**src/rtl/io_bus_master_if.sv**
```systemverilog
// Command, response and device-side signals of the 8-bit IO bus initiator.
// master: the io_bus_master itself; slave: the command source plus the IO devices.
interface io_bus_master_if #(
    parameter int unsigned DATA_WIDTH    = 8,
    parameter int unsigned ADDRESS_WIDTH = 16
);
    logic                     cmd_valid;
    logic                     cmd_ready;
    logic                     cmd_write;
    logic [ADDRESS_WIDTH-1:0] cmd_addr;
    logic [DATA_WIDTH-1:0]    cmd_wdata;

    logic                     rsp_valid;
    logic [DATA_WIDTH-1:0]    rsp_rdata;
    logic                     rsp_err;

    logic [ADDRESS_WIDTH-1:0] io_addr;
    logic [DATA_WIDTH-1:0]    io_wdata;
    logic [DATA_WIDTH-1:0]    io_rdata;
    logic                     rd_n;
    logic                     wr_n;
    logic                     io_ready;

    logic                     int_n;
    logic                     irq;

    modport master (
        input  cmd_valid, cmd_write, cmd_addr, cmd_wdata,
        input  io_rdata, io_ready, int_n,
        output cmd_ready, rsp_valid, rsp_rdata, rsp_err,
        output io_addr, io_wdata, rd_n, wr_n, irq
    );

    modport slave (
        output cmd_valid, cmd_write, cmd_addr, cmd_wdata,
        output io_rdata, io_ready, int_n,
        input  cmd_ready, rsp_valid, rsp_rdata, rsp_err,
        input  io_addr, io_wdata, rd_n, wr_n, irq
    );
endinterface

```
**src/rtl/io_bus_master.sv**
```systemverilog
// IO bus initiator: one command at a time through T1-T2-T3-[TW]-T4, plus int_n synchroniser.
// Define IO_MASTER_TIMEOUT_EN to abort stalled cycles after TIMEOUT_CYCLES not-ready cycles.
module io_bus_master #(
    parameter int unsigned DATA_WIDTH      = 8,
    parameter int unsigned ADDRESS_WIDTH   = 16,
    parameter int unsigned TIMEOUT_CYCLES  = 16,
    parameter int unsigned IRQ_SYNC_STAGES = 2
) (
    input logic            clk,
    input logic            rst_n,
    io_bus_master_if.master bus
);

    if (IRQ_SYNC_STAGES < 2) begin : gen_bad_sync
        $error("IRQ_SYNC_STAGES must be at least 2");
    end
    if (TIMEOUT_CYCLES < 1) begin : gen_bad_timeout
        $error("TIMEOUT_CYCLES must be at least 1");
    end

    typedef enum logic [2:0] {
        StIdle,
        StT1,
        StT2,
        StT3,
        StTw,
        StT4
    } state_e;

    state_e                   state_q, state_d;
    logic                     op_write_q, op_write_d;
    logic [ADDRESS_WIDTH-1:0] io_addr_q, io_addr_d;
    logic [DATA_WIDTH-1:0]    io_wdata_q, io_wdata_d;
    logic [DATA_WIDTH-1:0]    rsp_rdata_q, rsp_rdata_d;
    logic                     rsp_valid_q, rsp_valid_d;
    logic                     rd_n_q, rd_n_d;
    logic                     wr_n_q, wr_n_d;
    logic [IRQ_SYNC_STAGES-1:0] sync_q, sync_d;
    logic                     strobe_phase;

`ifdef IO_MASTER_TIMEOUT_EN
    localparam int unsigned CntW = $clog2(TIMEOUT_CYCLES + 1);

    logic [CntW-1:0] tmo_cnt_q, tmo_cnt_d;
    logic [CntW-1:0] tmo_cnt_inc;
    logic            rsp_err_q, rsp_err_d;

    assign tmo_cnt_inc = tmo_cnt_q + CntW'(1);
`endif

    // Next-state, command capture and response data.
    always_comb begin
        state_d     = state_q;
        op_write_d  = op_write_q;
        io_addr_d   = io_addr_q;
        io_wdata_d  = io_wdata_q;
        rsp_rdata_d = rsp_rdata_q;
`ifdef IO_MASTER_TIMEOUT_EN
        tmo_cnt_d   = tmo_cnt_q;
        rsp_err_d   = 1'b0;
`endif

        unique case (state_q)
            StIdle: begin
                if (bus.cmd_valid) begin
                    op_write_d = bus.cmd_write;
                    io_addr_d  = bus.cmd_addr;
                    io_wdata_d = bus.cmd_wdata;
                    state_d    = StT1;
                end
            end
            StT1: state_d = StT2;
            StT2: begin
                state_d = StT3;
`ifdef IO_MASTER_TIMEOUT_EN
                tmo_cnt_d = '0;
`endif
            end
            StT3, StTw: begin
                if (bus.io_ready) begin
                    if (!op_write_q) begin
                        rsp_rdata_d = bus.io_rdata;
                    end
                    state_d = StT4;
                end else begin
`ifdef IO_MASTER_TIMEOUT_EN
                    // A ready seen on the same edge takes priority over the abort.
                    if (tmo_cnt_inc == CntW'(TIMEOUT_CYCLES)) begin
                        rsp_err_d   = 1'b1;
                        rsp_rdata_d = '1;
                        state_d     = StT4;
                    end else begin
                        tmo_cnt_d = tmo_cnt_inc;
                        state_d   = StTw;
                    end
`else
                    state_d = StTw;
`endif
                end
            end
            StT4:    state_d = StIdle;
            default: state_d = StIdle;
        endcase
    end

    // Strobes and the response pulse are registered from the next state so the
    // device-facing lines come straight off flops.
    always_comb begin
        strobe_phase = (state_d == StT2) || (state_d == StT3) || (state_d == StTw);
        rd_n_d       = !strobe_phase;
        wr_n_d       = !(strobe_phase && op_write_d);
        rsp_valid_d  = (state_d == StT4);
        sync_d       = {sync_q[IRQ_SYNC_STAGES-2:0], ~bus.int_n};
    end

    always_ff @(posedge clk or negedge rst_n) begin
        if (!rst_n) begin
            state_q     <= StIdle;
            op_write_q  <= 1'b0;
            io_addr_q   <= '0;
            io_wdata_q  <= '0;
            rsp_rdata_q <= '0;
            rsp_valid_q <= 1'b0;
            rd_n_q      <= 1'b1;
            wr_n_q      <= 1'b1;
            sync_q      <= '0;
        end else begin
            state_q     <= state_d;
            op_write_q  <= op_write_d;
            io_addr_q   <= io_addr_d;
            io_wdata_q  <= io_wdata_d;
            rsp_rdata_q <= rsp_rdata_d;
            rsp_valid_q <= rsp_valid_d;
            rd_n_q      <= rd_n_d;
            wr_n_q      <= wr_n_d;
            sync_q      <= sync_d;
        end
    end

`ifdef IO_MASTER_TIMEOUT_EN
    always_ff @(posedge clk or negedge rst_n) begin
        if (!rst_n) begin
            tmo_cnt_q <= '0;
            rsp_err_q <= 1'b0;
        end else begin
            tmo_cnt_q <= tmo_cnt_d;
            rsp_err_q <= rsp_err_d;
        end
    end

    assign bus.rsp_err = rsp_err_q;
`else
    assign bus.rsp_err = 1'b0;
`endif

    assign bus.cmd_ready = (state_q == StIdle);
    assign bus.rsp_valid = rsp_valid_q;
    assign bus.rsp_rdata = rsp_rdata_q;
    assign bus.io_addr   = io_addr_q;
    assign bus.io_wdata  = io_wdata_q;
    assign bus.rd_n      = rd_n_q;
    assign bus.wr_n      = wr_n_q;
    assign bus.irq       = sync_q[IRQ_SYNC_STAGES-1];

`ifndef SYNTHESIS
    // Devices qualify writes with both strobes low, so wr_n alone must never be low.
    assert property (@(posedge clk) disable iff (!rst_n) !wr_n_q |-> !rd_n_q);
    assert property (@(posedge clk) disable iff (!rst_n) rsp_valid_q |-> (state_q == StT4));
`endif

endmodule

```
**src/flat_wrapper.sv**
```systemverilog
// flat-port wrapper written by rule: the top's interface ports become plain ports
module io_bus_master_flat 
#(
    parameter int unsigned DATA_WIDTH      = 8,
    parameter int unsigned ADDRESS_WIDTH   = 16,
    parameter int unsigned TIMEOUT_CYCLES  = 16,
    parameter int unsigned IRQ_SYNC_STAGES = 2
)
  (clk, rst_n, bus_cmd_valid, bus_cmd_write, bus_cmd_addr, bus_cmd_wdata, bus_io_rdata, bus_io_ready, bus_int_n, bus_cmd_ready, bus_rsp_valid, bus_rsp_rdata, bus_rsp_err, bus_io_addr, bus_io_wdata, bus_rd_n, bus_wr_n, bus_irq);
  io_bus_master_if #(.DATA_WIDTH(DATA_WIDTH), .ADDRESS_WIDTH(ADDRESS_WIDTH)) bus_i ();
  input logic clk;
  input logic rst_n;
  input wire logic [$bits(bus_i.cmd_valid)-1:0] bus_cmd_valid;
  input wire logic [$bits(bus_i.cmd_write)-1:0] bus_cmd_write;
  input wire logic [$bits(bus_i.cmd_addr)-1:0] bus_cmd_addr;
  input wire logic [$bits(bus_i.cmd_wdata)-1:0] bus_cmd_wdata;
  input wire logic [$bits(bus_i.io_rdata)-1:0] bus_io_rdata;
  input wire logic [$bits(bus_i.io_ready)-1:0] bus_io_ready;
  input wire logic [$bits(bus_i.int_n)-1:0] bus_int_n;
  output wire logic [$bits(bus_i.cmd_ready)-1:0] bus_cmd_ready;
  output wire logic [$bits(bus_i.rsp_valid)-1:0] bus_rsp_valid;
  output wire logic [$bits(bus_i.rsp_rdata)-1:0] bus_rsp_rdata;
  output wire logic [$bits(bus_i.rsp_err)-1:0] bus_rsp_err;
  output wire logic [$bits(bus_i.io_addr)-1:0] bus_io_addr;
  output wire logic [$bits(bus_i.io_wdata)-1:0] bus_io_wdata;
  output wire logic [$bits(bus_i.rd_n)-1:0] bus_rd_n;
  output wire logic [$bits(bus_i.wr_n)-1:0] bus_wr_n;
  output wire logic [$bits(bus_i.irq)-1:0] bus_irq;
  assign bus_i.cmd_valid = bus_cmd_valid;
  assign bus_i.cmd_write = bus_cmd_write;
  assign bus_i.cmd_addr = bus_cmd_addr;
  assign bus_i.cmd_wdata = bus_cmd_wdata;
  assign bus_i.io_rdata = bus_io_rdata;
  assign bus_i.io_ready = bus_io_ready;
  assign bus_i.int_n = bus_int_n;
  assign bus_cmd_ready = bus_i.cmd_ready;
  assign bus_rsp_valid = bus_i.rsp_valid;
  assign bus_rsp_rdata = bus_i.rsp_rdata;
  assign bus_rsp_err = bus_i.rsp_err;
  assign bus_io_addr = bus_i.io_addr;
  assign bus_io_wdata = bus_i.io_wdata;
  assign bus_rd_n = bus_i.rd_n;
  assign bus_wr_n = bus_i.wr_n;
  assign bus_irq = bus_i.irq;
  io_bus_master #(.DATA_WIDTH(DATA_WIDTH), .ADDRESS_WIDTH(ADDRESS_WIDTH), .TIMEOUT_CYCLES(TIMEOUT_CYCLES), .IRQ_SYNC_STAGES(IRQ_SYNC_STAGES)) u_core (.clk(clk), .rst_n(rst_n), .bus(bus_i));
endmodule
```
**config.mk**
```make
export PLATFORM = sky130hd
export DESIGN_NAME = io_bus_master_flat
export DESIGN_NICKNAME = d
export VERILOG_FILES = /design/src/rtl/io_bus_master_if.sv /design/src/rtl/io_bus_master.sv /design/src/flat_wrapper.sv
export SDC_FILE = /design/constraint.sdc
export NUM_CORES = 1
export LEC_CHECK = 0
export CORE_ASPECT_RATIO = 0.75
export CORE_MARGIN = 2
export CORE_UTILIZATION = 30
export DETAILED_ROUTE_END_ITERATION = 12
export GPL_TIMING_DRIVEN = 0
export SLEW_MARGIN = 30
export SYNTH_ARGS = -nofsm -noshare
export SYNTH_HDL_FRONTEND = slang
export SYNTH_SLANG_ARGS = --single-unit
```
**constraint.sdc**
```tcl
create_clock -name clk -period 2.01 [get_ports clk]
set_input_delay 0.402 -clock clk [delete_from_list [all_inputs] [get_ports clk]]
set_output_delay 0.402 -clock clk [all_outputs]
set_load 0.01 [all_outputs]
```
Word level (Yosys, flattened, before mapping)

Index checks and enable logic that the tools add are counted.

Output and inout port bits: 38
Register bits after elaboration: 41
Logic and storage cells: 33
Bits of input ports: 38

Equality and inequality tests: 8
Reduce and logical (&&, ||, !) cells: 9
Bitwise logic cells: 2
Muxes and demuxes: 5

Operators by type and width:

| operator                                                              | number |
|---|---|
| 3-bit by 2-bit equality test with 1-bit output, second input constant | 4 |
| 3-bit one-hot mux with 4 select lines                                 | 1 |
| 3-bit equality test, second input constant                            | 3 |
| 3-bit by 1-bit equality test with 1-bit output, second input constant | 1 |
| 3-bit logical NOT                                                     | 1 |
| 1-bit 2-to-1 mux                                                      | 3 |
| 3-bit 2-to-1 mux                                                      | 1 |
| 3-bit AND reduction                                                   | 1 |
| 1-bit logical NOT                                                     | 2 |
| 1-bit logical OR                                                      | 2 |
| 1-bit inverter                                                        | 2 |
| 2-bit AND reduction                                                   | 1 |
| 2-bit OR reduction                                                    | 1 |
| 1-bit logical AND                                                     | 1 |

Depth between registers and ports, before layout

Depth after elaboration: 8
Depth in mapped cells: 4
Mapped depth without buffers: 3

Least setup slack after synthesis

Ideal clock, no wire load.

Kind: register to register
Start: reg u_core.state_q[1]
End: reg u_core.io_addr_q[10], in the netlist u_core.bus.io_addr[10]
Library setup time: 0.125 ns
Data required time: 1.885 ns
Stages on the path, launching flop included: 5
Period minus slack after synthesis: 1.592 ns
Arrival: 1.467 ns
Slack: 0.418 ns
Buffers on the path: 2
Path through: dfrtp_1 > buf_6 > nor4b_4 > buf_6 > mux2_2

Longest elaborated chain between the ends: 2

Ends and longest elaborated chain:

| what                                 | line                 | text |
|---|---|---|
| start: declaration                   | io_bus_master.sv:30  | `state_e state_q, state_d;` |
| start signal: assignment             | io_bus_master.sv:118 | `state_q <= StIdle;` |
| start signal: assignment             | io_bus_master.sv:128 | `state_q <= state_d;` |
| 3-bit logical NOT                    | io_bus_master.sv:63  | `unique case (state_q)` |
| 2-bit AND reduction (no source line) | -                    |  |
| end signal: assignment               | io_bus_master.sv:130 | `io_addr_q <= io_addr_d;` |
| end: declaration                     | io_bus_master.sv:32  | `logic [ADDRESS_WIDTH-1:0] io_addr_q, io_addr_d;` |

Every way passes these cells.
A chain may end at the register's enable or synchronous reset.

Worst setup path in the final report

Start: in bus_io_ready
End: reg u_core.rsp_rdata_q[5], in the netlist u_core.bus.rsp_rdata[5]

Longest elaborated chain between the ends: 1

Ends and longest elaborated chain:

| what                                 | line                 | text |
|---|---|---|
| start: declaration                   | flat_wrapper.sv:18   | `input wire logic [$bits(bus_i.io_ready)-1:0] bus_io_ready;` |
| 3-bit AND reduction (no source line) | -                    |  |
| end signal: assignment               | io_bus_master.sv:132 | `rsp_rdata_q <= rsp_rdata_d;` |
| end: declaration                     | io_bus_master.sv:34  | `logic [DATA_WIDTH-1:0] rsp_rdata_q, rsp_rdata_d;` |

Every way passes these cells.

==> results by group <==
Route
  – DR WL/cell: roughly 13 microns
  – First-pass DRT Iterations: 4
  – Via Count: between 1000 and 1500
  – Starting DRT DRC Count: 28
  – Vias/cell: around 4.3
  – # DRC: 0
  – Post-Route WL: about 3400 microns
  – Post-route ant nets: 0

Floorplan
  – Row cnt: 23
  – DIE AREA: roughly 6000 sq um
  – Core area: roughly 5300 sq um
  – Initial Util: 30.55%
  – DIE WIDTH: 88.57 microns
  – Die H: just under 70 microns
  – I/O pin cnt: 76

Global routing
  – Largest net degree at the start of global routing: 29
  – Overall Global Routing Usage: about an eighth
  – First-pass GRT wire length: roughly 5200 microns
  – Initial antenna violation count: 0
  – Vias in the first global route: 1120
  – Total grt overflow: 0

CTS
  – CTS tree: yes
  – Worst-Skew Late Latency: 0.29 ns
  – CTS root buf: clkbuf_8
  – H-tree depth: 2
  – CTS Sinks: 41
  – Hold-fix buffers, CTS: 0
  – Clock-pin slew on the worst setup and hold paths: approximately 0.070 ns
  – Number of buffers created by CTS: 5
  – Clock Tree Buf Depth: 2

Synth
  – Synth async-reset ratio: 100.0%
  – Distinct cells, synth: 24
  – Synth Net Count: 140
  – Seq/Total Area, Yosys: between 60 and 70%
  – Leading area contributor after synthesis: dfrtp_1
  – Yosys reg bits: between 40 and 50
  – Post-synth EDFFs: 0
  – Most frequent cells after synthesis: dfrtp_1, mux2_2, buf_6, nand2_1
  – Cell Area, Synth: 1609 sq um
  – Most numerous cell in the Yosys netlist: dfrtp_1
  – Proportion of netlist area held by the largest area contributor: between 60 and 70%
  – Synth Flop Type: dfrtp_1
  – Mean Syn Cell Area: 15.77 sq um
  – Synthesis Warnings: 0
  – Post-synthesis cell count: a little over 100
  – Synth top area cells: dfrtp_1, mux2_2, dfstp_2

Timing
  – Worst slew pin tran: 0.5839 ns
  – RSZ-0062 raised after global routing: no
  – Fmax: between 0.5 and 0.6 GHz
  – Final worst slack: between 0.15 and 0.2 ns
  – Relative max-transition margin: about three fifths
  – Fin. Hold Viols: 0
  – Fin Hold WS: about 0.0087 ns
  – Post-Route Skew: slightly above 0.006 ns
  – Final Cycle Share: 92.06%
  – Post-route minimum period: 1.850 ns
  – Final setup fails: 0
  – Slew Viols, Final: 0

Placed design
  – Buffers added on ports: 74
  – Cell total after placement: around 250
  – Post-Place Setup Slack: -0.1224 ns
  – Placer Congestion: a little over 0.8
  – Post-DP HPWL: ~2600 microns

Pwr
  – Switching portion of total power: 29.77%
  – Lkg Pwr: about 1.1 nW
  – PwrDens: around 1500 nW/um^2
  – Internal power: around 2.6 mW
  – Clock power frac: ~14%
  – P_sw: 1.108 mW
  – IR drop worst, VDD: 423.1 uV
  – Combinational fraction of design power: 48.4%
  – Share of power burned in registers: a little under two fifths

Setup path
  – CP max FO: 8
  – Startpoint types: primary input
  – Crit Path Class: primary input to flop
  – Kind of end point of the critical path: flop
  – Worst Path Required: between 2 and 2.5 ns
  – Crit path DAT: around 2.0 ns

Finish
  – Fill count: approximately 460
  – Share of layout cells above drive strength 1: roughly 28%
  – Layout Utilization: 48.30%
  – N_diodes: 0
  – Nets@finish: 222
  – Synth-to-layout area growth: 58.09%
  – Final std cells w/o fill: between 200 and 300

Run
  – Maxcap violations: 0

Status
  – Status: finished, final reports clean

Min path
  – Min-Delay Path Class: primary input to asynchronous set/reset pin
[registers in the layout, indices dropped and copies added, names as in the netlist]
name,flops
u_core.state_q,3
u_core.bus.rd_n,1
u_core.sync_q,2
u_core.bus.rsp_valid,1
u_core.bus.io_addr,16
u_core.op_write_q,1
u_core.bus.wr_n,1
u_core.bus.io_wdata,8
u_core.bus.rsp_rdata,8
[worst paths after layout]
check | depth (start not counted) | to | slack, ns | startpoint
max | 4 | u_core.bus.rsp_rdata[5] | 0.16 | bus_io_ready
min | 1 | u_core.bus.rsp_rdata[3] | 0.009 | rst_n
max reg2reg | 4 | u_core.bus.io_wdata[4] | 0.21 | u_core.state_q[0]
min reg2reg | 0 | u_core.sync_q[1] | 0.35 | u_core.sync_q[0]
max in group asynchronous | 2 | u_core.bus.wr_n | 1.48 | rst_n
min in group clk | 0 | u_core.sync_q[1] | 0.35 | u_core.sync_q[0]
[cell type report]
cell class / instances / area [sq um] / share of cell area, %
Multi-Input combinational cell: 54 / 519.2 / 20.41
Sequential cell: 41 / 1028 / 40.43
Clock buffer: 6 / 72.57 / 2.853
Timing Repair Buffer: 75 / 758.2 / 29.81
Tap cell: 75 / 93.84 / 3.689
Buffer: 6 / 57.56 / 2.263
Inverter: 1 / 3.754 / 0.1476
Clock inverter: 2 / 10.01 / 0.3935
[cells in the final DEF (no fill, tap or decap), drive strengths merged, types with 2 or more instances in the layout]
| master | netlist | routed |
|---|---|---|
| a21oi | 2 | 2 |
| buf | 6 | 8 |
| dfrtp | 39 | 39 |
| clkinv | 0 | 2 |
| nand2 | 3 | 3 |
| clkdlybuf4s50 | 0 | 72 |
| dfstp | 2 | 2 |
| nor2 | 2 | 2 |
| mux2 | 33 | 33 |
| clkbuf | 0 | 6 |
| nand2b | 2 | 2 |
| o21ai | 2 | 2 |
[stage by stage]
step	TNS (ns)	area (sq um)	total power, mW
2_1_floorplan	0	1609	2.300
3_3_place_gp	-20.02	2444	3.208
3_5_place_dp	-3.102	2459	3.273
4_1_cts	0	2541	3.802
5_1_grt	0	2544	3.980
6_report	0	2544	3.723
[critical path, stage by stage]
cell and delay, ns:
clkdlybuf4s50_1 0.55, nand4bb_1 0.22, a21oi_2 0.46, mux2_2 0.39
[metal layers]
metal	track usage, %	vias to the layer above	part of all wire [%]
met4	5.682	0	1.9
met2	20.77	49	50
met5	0	-	0
met3	3.790	8	9.3
met1	12.72	538	39
li1	-	516	-
[cells by family after synthesis]
family,after synthesis,synth area share (%)
XOR/XNOR,1,0.5444
other,1,0.2331
flip-flops,41,63.92
multiplexers,33,23.10
AO/OA/AOI/OAI,5,2.022
AND/OR/NAND/NOR,14,6.376
buffers and inverters,7,3.810
[power by group through the flow]
stage               Combinational, mW  Clock [mW]  Sequential (mW)
global route                     1.93       0.575             1.47
finish                           1.80       0.504             1.42
floorplan                       0.702           0             1.60
detailed placement               1.83           0             1.44
CTS                              1.84       0.540             1.43
global placement                 1.78           0             1.43
[repair_timing]
item	in CTS	in global routing
setup buffers	0	0
endpoints found under the setup margin	0	1
resized for setup	0	1
No activity file was read; power rests on OpenSTA's default activity.
